===== src/rtl/icon_pkg.sv =====
// Shared constants and owner-tag type for the icon ROM arbiter.
// Address width depends on ICON_ORIENT_EN (8 orientation images when defined).
package icon_pkg;

  localparam int unsigned ICON_DIM  = 16;
  localparam int unsigned ICON_LOG2 = 4;
  localparam logic [11:0] TRANSPARENT = 12'h000;

`ifdef ICON_ORIENT_EN
  localparam int unsigned AW = 2 * ICON_LOG2 + 3;
`else
  localparam int unsigned AW = 2 * ICON_LOG2;
`endif

  typedef enum logic [1:0] {IDLE, VID_MISS, VID_HIT, HOST} ownerTag_t;

endpackage


===== src/rtl/icon_hit_calc.sv =====
// Combinational 16x16 window test for one bot plus the relative icon address.
module icon_hit_calc
  import icon_pkg::*;
(
  input  logic                   vidValid,
  input  logic [9:0]             pixCol,
  input  logic [9:0]             pixRow,
  input  logic [7:0]             locX,
  input  logic [7:0]             locY,
  output logic                   hit,
  output logic [2*ICON_LOG2-1:0] relAddr
);

  logic [10:0] col11, row11, lx11, ly11;
  logic [ICON_LOG2-1:0] dCol, dRow;

  // 11-bit compare so loc+15 never wraps at loc=255
  assign col11 = {1'b0, pixCol};
  assign row11 = {1'b0, pixRow};
  assign lx11  = {3'b000, locX};
  assign ly11  = {3'b000, locY};

  assign hit = vidValid
             && (col11 >= lx11) && (col11 <= lx11 + 11'(ICON_DIM - 1))
             && (row11 >= ly11) && (row11 <= ly11 + 11'(ICON_DIM - 1));

  // Low bits of the difference only depend on the low bits of the operands
  assign dCol = pixCol[ICON_LOG2-1:0] - locX[ICON_LOG2-1:0];
  assign dRow = pixRow[ICON_LOG2-1:0] - locY[ICON_LOG2-1:0];
  assign relAddr = {dRow, dCol};

endmodule


===== src/rtl/icon_rom_arbiter.sv =====
// Shares the icon ROM between the video pixel stream and a host read port.
// Define ICON_ORIENT_EN to select one of 8 icon images by the orient input.
module icon_rom_arbiter
  import icon_pkg::*;
#(
  parameter int unsigned DATA_W     = 12,
  parameter int unsigned STARVE_MAX = 15
) (
  input  logic              clk,
  input  logic              reset,
  input  logic              vid_valid,
  input  logic [9:0]        pix_col,
  input  logic [9:0]        pix_row,
  input  logic [7:0]        loc_x,
  input  logic [7:0]        loc_y,
  input  logic [2:0]        orient,
  input  logic              host_req,
  input  logic [AW-1:0]     host_addr,
  output logic              host_gnt,
  output logic              host_rvalid,
  output logic [DATA_W-1:0] host_rdata,
  output logic              rom_en,
  output logic [AW-1:0]     rom_addr,
  input  logic [DATA_W-1:0] rom_dout,
  output logic              icon_valid,
  output logic [DATA_W-1:0] icon_pix,
  output logic [7:0]        drop_cnt
);

  logic                   hit;
  logic [2*ICON_LOG2-1:0] relAddr;
  logic [AW-1:0]          vidAddr;
  logic                   starve, vidWin, drop;
  ownerTag_t              tagD, tag1Q, tag2Q;
  logic [3:0]             waitCntQ;
  logic [2:0]             vidDlyQ;
  logic                   romEnQ, hostRvalidQ;
  logic [AW-1:0]          romAddrQ;
  logic [DATA_W-1:0]      iconPixQ, hostRdataQ;
  logic [7:0]             dropCntQ;

  icon_hit_calc u_hit_calc (
    .vidValid (vid_valid),
    .pixCol   (pix_col),
    .pixRow   (pix_row),
    .locX     (loc_x),
    .locY     (loc_y),
    .hit      (hit),
    .relAddr  (relAddr)
  );

`ifdef ICON_ORIENT_EN
  assign vidAddr = {orient, relAddr};
`else
  logic unusedOrient;
  assign unusedOrient = ^orient;
  assign vidAddr = relAddr;
`endif

  assign starve   = host_req && (waitCntQ == 4'(STARVE_MAX));
  assign vidWin   = hit && !starve;
  assign drop     = hit && starve;
  assign host_gnt = reset && host_req && (starve || !hit);

  always_comb begin
    tagD = IDLE;
    if (vidWin)         tagD = VID_HIT;
    else if (host_gnt)  tagD = HOST;
    else if (vid_valid) tagD = VID_MISS;
  end

  always_ff @(posedge clk or negedge reset) begin
    if (!reset) begin
      waitCntQ    <= '0;
      romEnQ      <= 1'b0;
      romAddrQ    <= '0;
      tag1Q       <= IDLE;
      tag2Q       <= IDLE;
      vidDlyQ     <= '0;
      iconPixQ    <= '0;
      hostRvalidQ <= 1'b0;
      hostRdataQ  <= '0;
      dropCntQ    <= '0;
    end else begin
      waitCntQ <= (host_req && !host_gnt) ? waitCntQ + 4'd1 : 4'd0;
      romEnQ   <= vidWin || host_gnt;
      if (vidWin)        romAddrQ <= vidAddr;
      else if (host_gnt) romAddrQ <= host_addr;
      tag1Q   <= tagD;
      tag2Q   <= tag1Q;
      vidDlyQ <= {vidDlyQ[1:0], vid_valid};
      // Dropped pixels carry a HOST tag, so they fall through to transparent
      iconPixQ    <= (tag2Q == VID_HIT) ? rom_dout : DATA_W'(TRANSPARENT);
      hostRvalidQ <= (tag2Q == HOST);
      if (tag2Q == HOST) hostRdataQ <= rom_dout;
      if (drop && dropCntQ != 8'hFF) dropCntQ <= dropCntQ + 8'd1;
    end
  end

  assign rom_en      = romEnQ;
  assign rom_addr    = romAddrQ;
  assign icon_valid  = vidDlyQ[2];
  assign icon_pix    = iconPixQ;
  assign host_rvalid = hostRvalidQ;
  assign host_rdata  = hostRdataQ;
  assign drop_cnt    = dropCntQ;

endmodule


===== config.mk =====
export PLATFORM = sky130hd
export DESIGN_NAME = icon_rom_arbiter
export DESIGN_NICKNAME = d
export VERILOG_FILES = /design/src/rtl/icon_pkg.sv /design/src/rtl/icon_hit_calc.sv /design/src/rtl/icon_rom_arbiter.sv
export SDC_FILE = /design/constraint.sdc
export NUM_CORES = 1
export LEC_CHECK = 0
export CORE_MARGIN = 1
export CORE_UTILIZATION = 35
export DETAILED_ROUTE_END_ITERATION = 12
export GPL_TIMING_DRIVEN = 0
export PLACE_DENSITY = 0.66
export SETUP_SLACK_MARGIN = 0.4
export SLEW_MARGIN = 20
export SYNTH_ARGS = -nofsm -noshare
export SYNTH_HDL_FRONTEND = slang
export SYNTH_SLANG_ARGS = --single-unit

===== constraint.sdc =====
create_clock -name clk -period 2.55 [get_ports clk]
set_clock_uncertainty 0.2 [all_clocks]
set_input_delay 0.255 -clock clk [delete_from_list [all_inputs] [get_ports clk]]
set_output_delay 0.255 -clock clk [all_outputs]
set_load 0.005 [all_outputs]

==> results.py <==
metrics = {
    "outcome": {
        "run_status": "complete, but fails checks",
        "failed_checks": "DRC, hold timing, setup timing",
    },
    "timing": {
        "period_utilization": 1.12,
        "slew_viol_final": 0,
        "max_freq_mhz": 352,
        "timing.final.crit_period_ns": 2.84,
        "postLayoutSetupSlackWorst_ns": -0.294,
        "final.hold.worst_slack_ns": -0.231,
        "rsz0062_at_grt": "true",
        "final_hold_viols": 52,
        "setup_violations": 23,
        "worstMarginPinSlew_ns": 0.648,
        "max-slew-margin-rel": 0.568,
    },
    "pwr": {
        "leakage_power_nw": 2.31,
        "pwr-share-seq": 0.411,
        "netSwitchingPower_w": 0.000642,
        "share_of_total_power_consumed_by_net_switching": 0.273,
        "p_comb_frac": 0.340,
        "cellPowerDensity_nw_per_um2": 458,
        "p_int_w": 0.00171,
        "p_clk_frac": 0.249,
        "vdd.ir_drop.worst_v": 0.000280,
    },
    "grt": {
        "global_route_wire_length_before_repair_um": 13500,
        "grt.overflow.total": 0,
        "antenna_found_initial": 0,
        "grt_max_degree": 54,
        "first_global_vias": 2913,
        "grt.total_usage": 0.175,
    },
    "layout": {
        "stdcell_area_um2": 5140,
        "final_common_cell": "clkdlybuf4s50_1",
        "n_antenna_cell": 0,
        "layout_common_cells": "clkdlybuf4s50_1, dfrtp_1, ha_1",
        "drive_gt1_frac": 0.314,
        "fin_nets": 526,
        "flow.area_growth_from_synthesis_pct": 60.3,
    },
    "cts": {
        "number_of_buffers_added_by_the_clock_tree_synthesis_step": 5,
        "postCtsHoldBufs": 1,
        "clock_sinks": 52,
        "cts_root_buffer": "clkbuf_8",
        "cts_tree": "yes",
        "clock_latency_at_the_later_pin_of_the_worst_skew_pair_ns": 0.30,
        "cts-htree-levels": 2,
        "cts.clk_slew.worst_paths_ns": 0.10,
        "clk_path_buf_depth": 2,
    },
    "drt": {
        "number_of_antenna_violating_nets_in_the_routed_design": 0,
        "drtPass1Iterations": 10,
        "average_detailed_routed_wire_length_per_instance_um": 15.1,
        "detailedRoute.firstIterationViolations": 90,
        "viasPerCell": 5.03,
        "route.vias.total": 2678,
        "detail_route.wirelength_um": 8050,
        "detail_route.drc_violations": 19,
    },
    "critical_path": {
        "r2r_cells": 7,
        "regToRegEndpoint": "drop_cnt[1]$_DFFE_PN0P_",
        "cp_data_arrival_time_ns": 2.39,
        "start_kind": "input port",
        "timing_worst_setup_path_type": "in2out",
        "crit_fanout": 4,
        "worstSetupEndpointType": "output pin",
        "setup.reg_to_reg.worst_slack_ns": 0.32,
        "rr_startpoint": "drop_cnt[2]$_DFFE_PN0P_",
        "required_time_of_the_worst_setup_path_ns": 2.10,
    },
    "yosys": {
        "synthesis.yosys.warnings": 0,
        "synth-edff-count": 0,
        "synthCells": 287,
        "share_of_the_synthesized_area_in_the_top_cell_type": 0.406,
        "asyncSetResetFlopFracSynth": 1.00,
        "yosys_cell_types": 47,
        "synthesis.nets": 390,
        "synth_seq_cells": 52,
        "synth-seq-area-share": 0.406,
        "syn-mean-instance-area_um2": 11.2,
        "yosysTopAreaCell": "dfrtp_1",
        "synth_top_cells_by_area": "dfrtp_1, ha_1, xnor2_1, mux2_2, mux2i_1",
        "post_synthesis_cell_area_um2": 3210,
        "dominantRegCellSynth": "dfrtp_1",
    },
    "placed_design": {
        "placement.cell_area_um2": 4440,
        "hpwl_um": 5710,
        "place_worst_setup_slack_ns": -1.48,
        "final_estimated_routing_congestion_in_global_placement": 0.849,
        "port_buffers": 102,
    },
    "die": {
        "die-height_um": 97.7,
        "core_area_um2": 8810,
        "placement_rows": 34,
        "die_w_um": 97.7,
        "starting_density": 0.364,
        "floorplan.die_area_um2": 9550,
        "io_pins": 107,
    },
    "flow_run": {
        "cap_violations": 0,
    },
    "min_path": {
        "hold_class": "in2async",
    },
}
[Yosys cell counts (2+ instances only)]
master and count:
a211oi_1 4, a21o_1 2, a21oi_1 12, a31oi_1 3
and2_1 13, and3_1 4, clkbuf_1 2, dfrtp_1 52
fa_1 2, ha_1 38, inv_1 24, mux2_1 2
mux2_2 14, mux2i_1 12, nand2_1 14, nand2b_1 3
nand3_1 17, nand3b_1 3, nand4_1 4, nor2_1 2
nor2b_1 3, nor3_1 4, o21ai_0 6, xnor2_1 21
xor2_1 4
[power by group through the flow]
stage                     Combinational [W]  Sequential, W  Clock [W]
after floorplan                    0.000297       0.000983          0
after global placement             0.000658       0.000980          0
after detailed placement           0.000673       0.000981          0
final                              0.000800       0.000966   0.000587
after CTS                          0.000762       0.000967   0.000607
after global routing               0.000870       0.000980   0.000640
[worst max-delay path by stage]
| stage | from | end | slack, ns | cells past startpoint |
|---|---|---|---|---|
| 2_1_floorplan | loc_x[1] | drop_cnt[1]$_DFFE_PN0P_ | -0.39 | 12 |
| 3_3_place_gp | reset | host_gnt | -1.88 | 5 |
| 3_5_place_dp | loc_x[1] | drop_cnt[1]$_DFFE_PN0P_ | -1.48 | 13 |
| 4_1_cts | loc_x[1] | host_gnt | -0.27 | 13 |
| 5_1_grt | loc_x[1] | host_gnt | -0.39 | 13 |
| 6_report | loc_x[1] | host_gnt | -0.29 | 13 |
[registers in the layout, indices dropped and copies added, names as in the netlist]
| signal | flops |
|---|---|
| tag2Q | 2 |
| waitCntQ | 4 |
| rom_en | 1 |
| icon_pix | 12 |
| drop_cnt | 8 |
| rom_addr | 8 |
| host_rdata | 12 |
| host_rvalid | 1 |
| tag1Q | 1 |
| vidDlyQ | 3 |
[per-stage QoR]
step	hold WS (ns)	power, W	cells	utilization	setup TNS [ns]
after floorplan	-0.241	0.00128	287	-	-2.81
after global placement	0.134	0.00164	497	0.505	-56.12
after detailed placement	0.131	0.00165	497	0.505	-27.01
after CTS	-0.205	0.00234	525	0.567	-3.16
after global routing	-0.183	0.00249	532	0.584	-6.69
final	-0.231	0.00235	532	0.584	-4.05
[critical path, cell delays in order]
cell and delay (ns):
buf_12 0.11, inv_12 0.03, ha_4 0.16, nand3_4 0.08
nand3_2 0.07, xnor2_1 0.13, ha_1 0.28, nand4_1 0.14
or4_4 0.57, o211a_4 0.18, a21oi_4 0.13, a31oi_1 0.09
buf_2 0.16
[repair_timing]
item / 4_1_cts / 5_1_grt
pin swaps: 37 / 22
gates resized for setup: 115 / 32
buffers inserted: 18 / 7
cloned: 1 / 0
endpoints found under the setup margin: 23 / 23
hold endpoints to repair: 54 / 52
[cell families after synthesis]
group,synth area share
AOI/OAI and AO/OA,0.105
xor gates and xnor gates,0.0683
adders and majority gates,0.161
buffers and inverters,0.0374
DFF,0.406
muxes,0.0983
and+or+nand+nor,0.125
[layout make-up]
| class | count | area, um2 |
|---|---|---|
| Tap cell | 108 | 135 |
| Fill cell | 748 | 3660 |
| Multi-Input combinational cell | 206 | 2140 |
| Timing Repair Buffer | 129 | 1290 |
| Buffer | 5 | 40.0 |
| Clock buffer | 6 | 82.6 |
| Inverter | 24 | 115 |
| Sequential cell | 52 | 1300 |
| Clock inverter | 2 | 38.8 |
[layer usage]
| layer | global-route usage | vias to the layer above | part of all wire |
|---|---|---|---|
| li1 | - | 1294 | - |
| met4 | 0.0688 | 0 | 0.021 |
| met2 | 0.314 | 90 | 0.51 |
| met5 | 0 | - | 0 |
| met1 | 0.206 | 1277 | 0.42 |
| met3 | 0.0336 | 17 | 0.052 |
No activity file was read; power rests on OpenSTA's default activity.
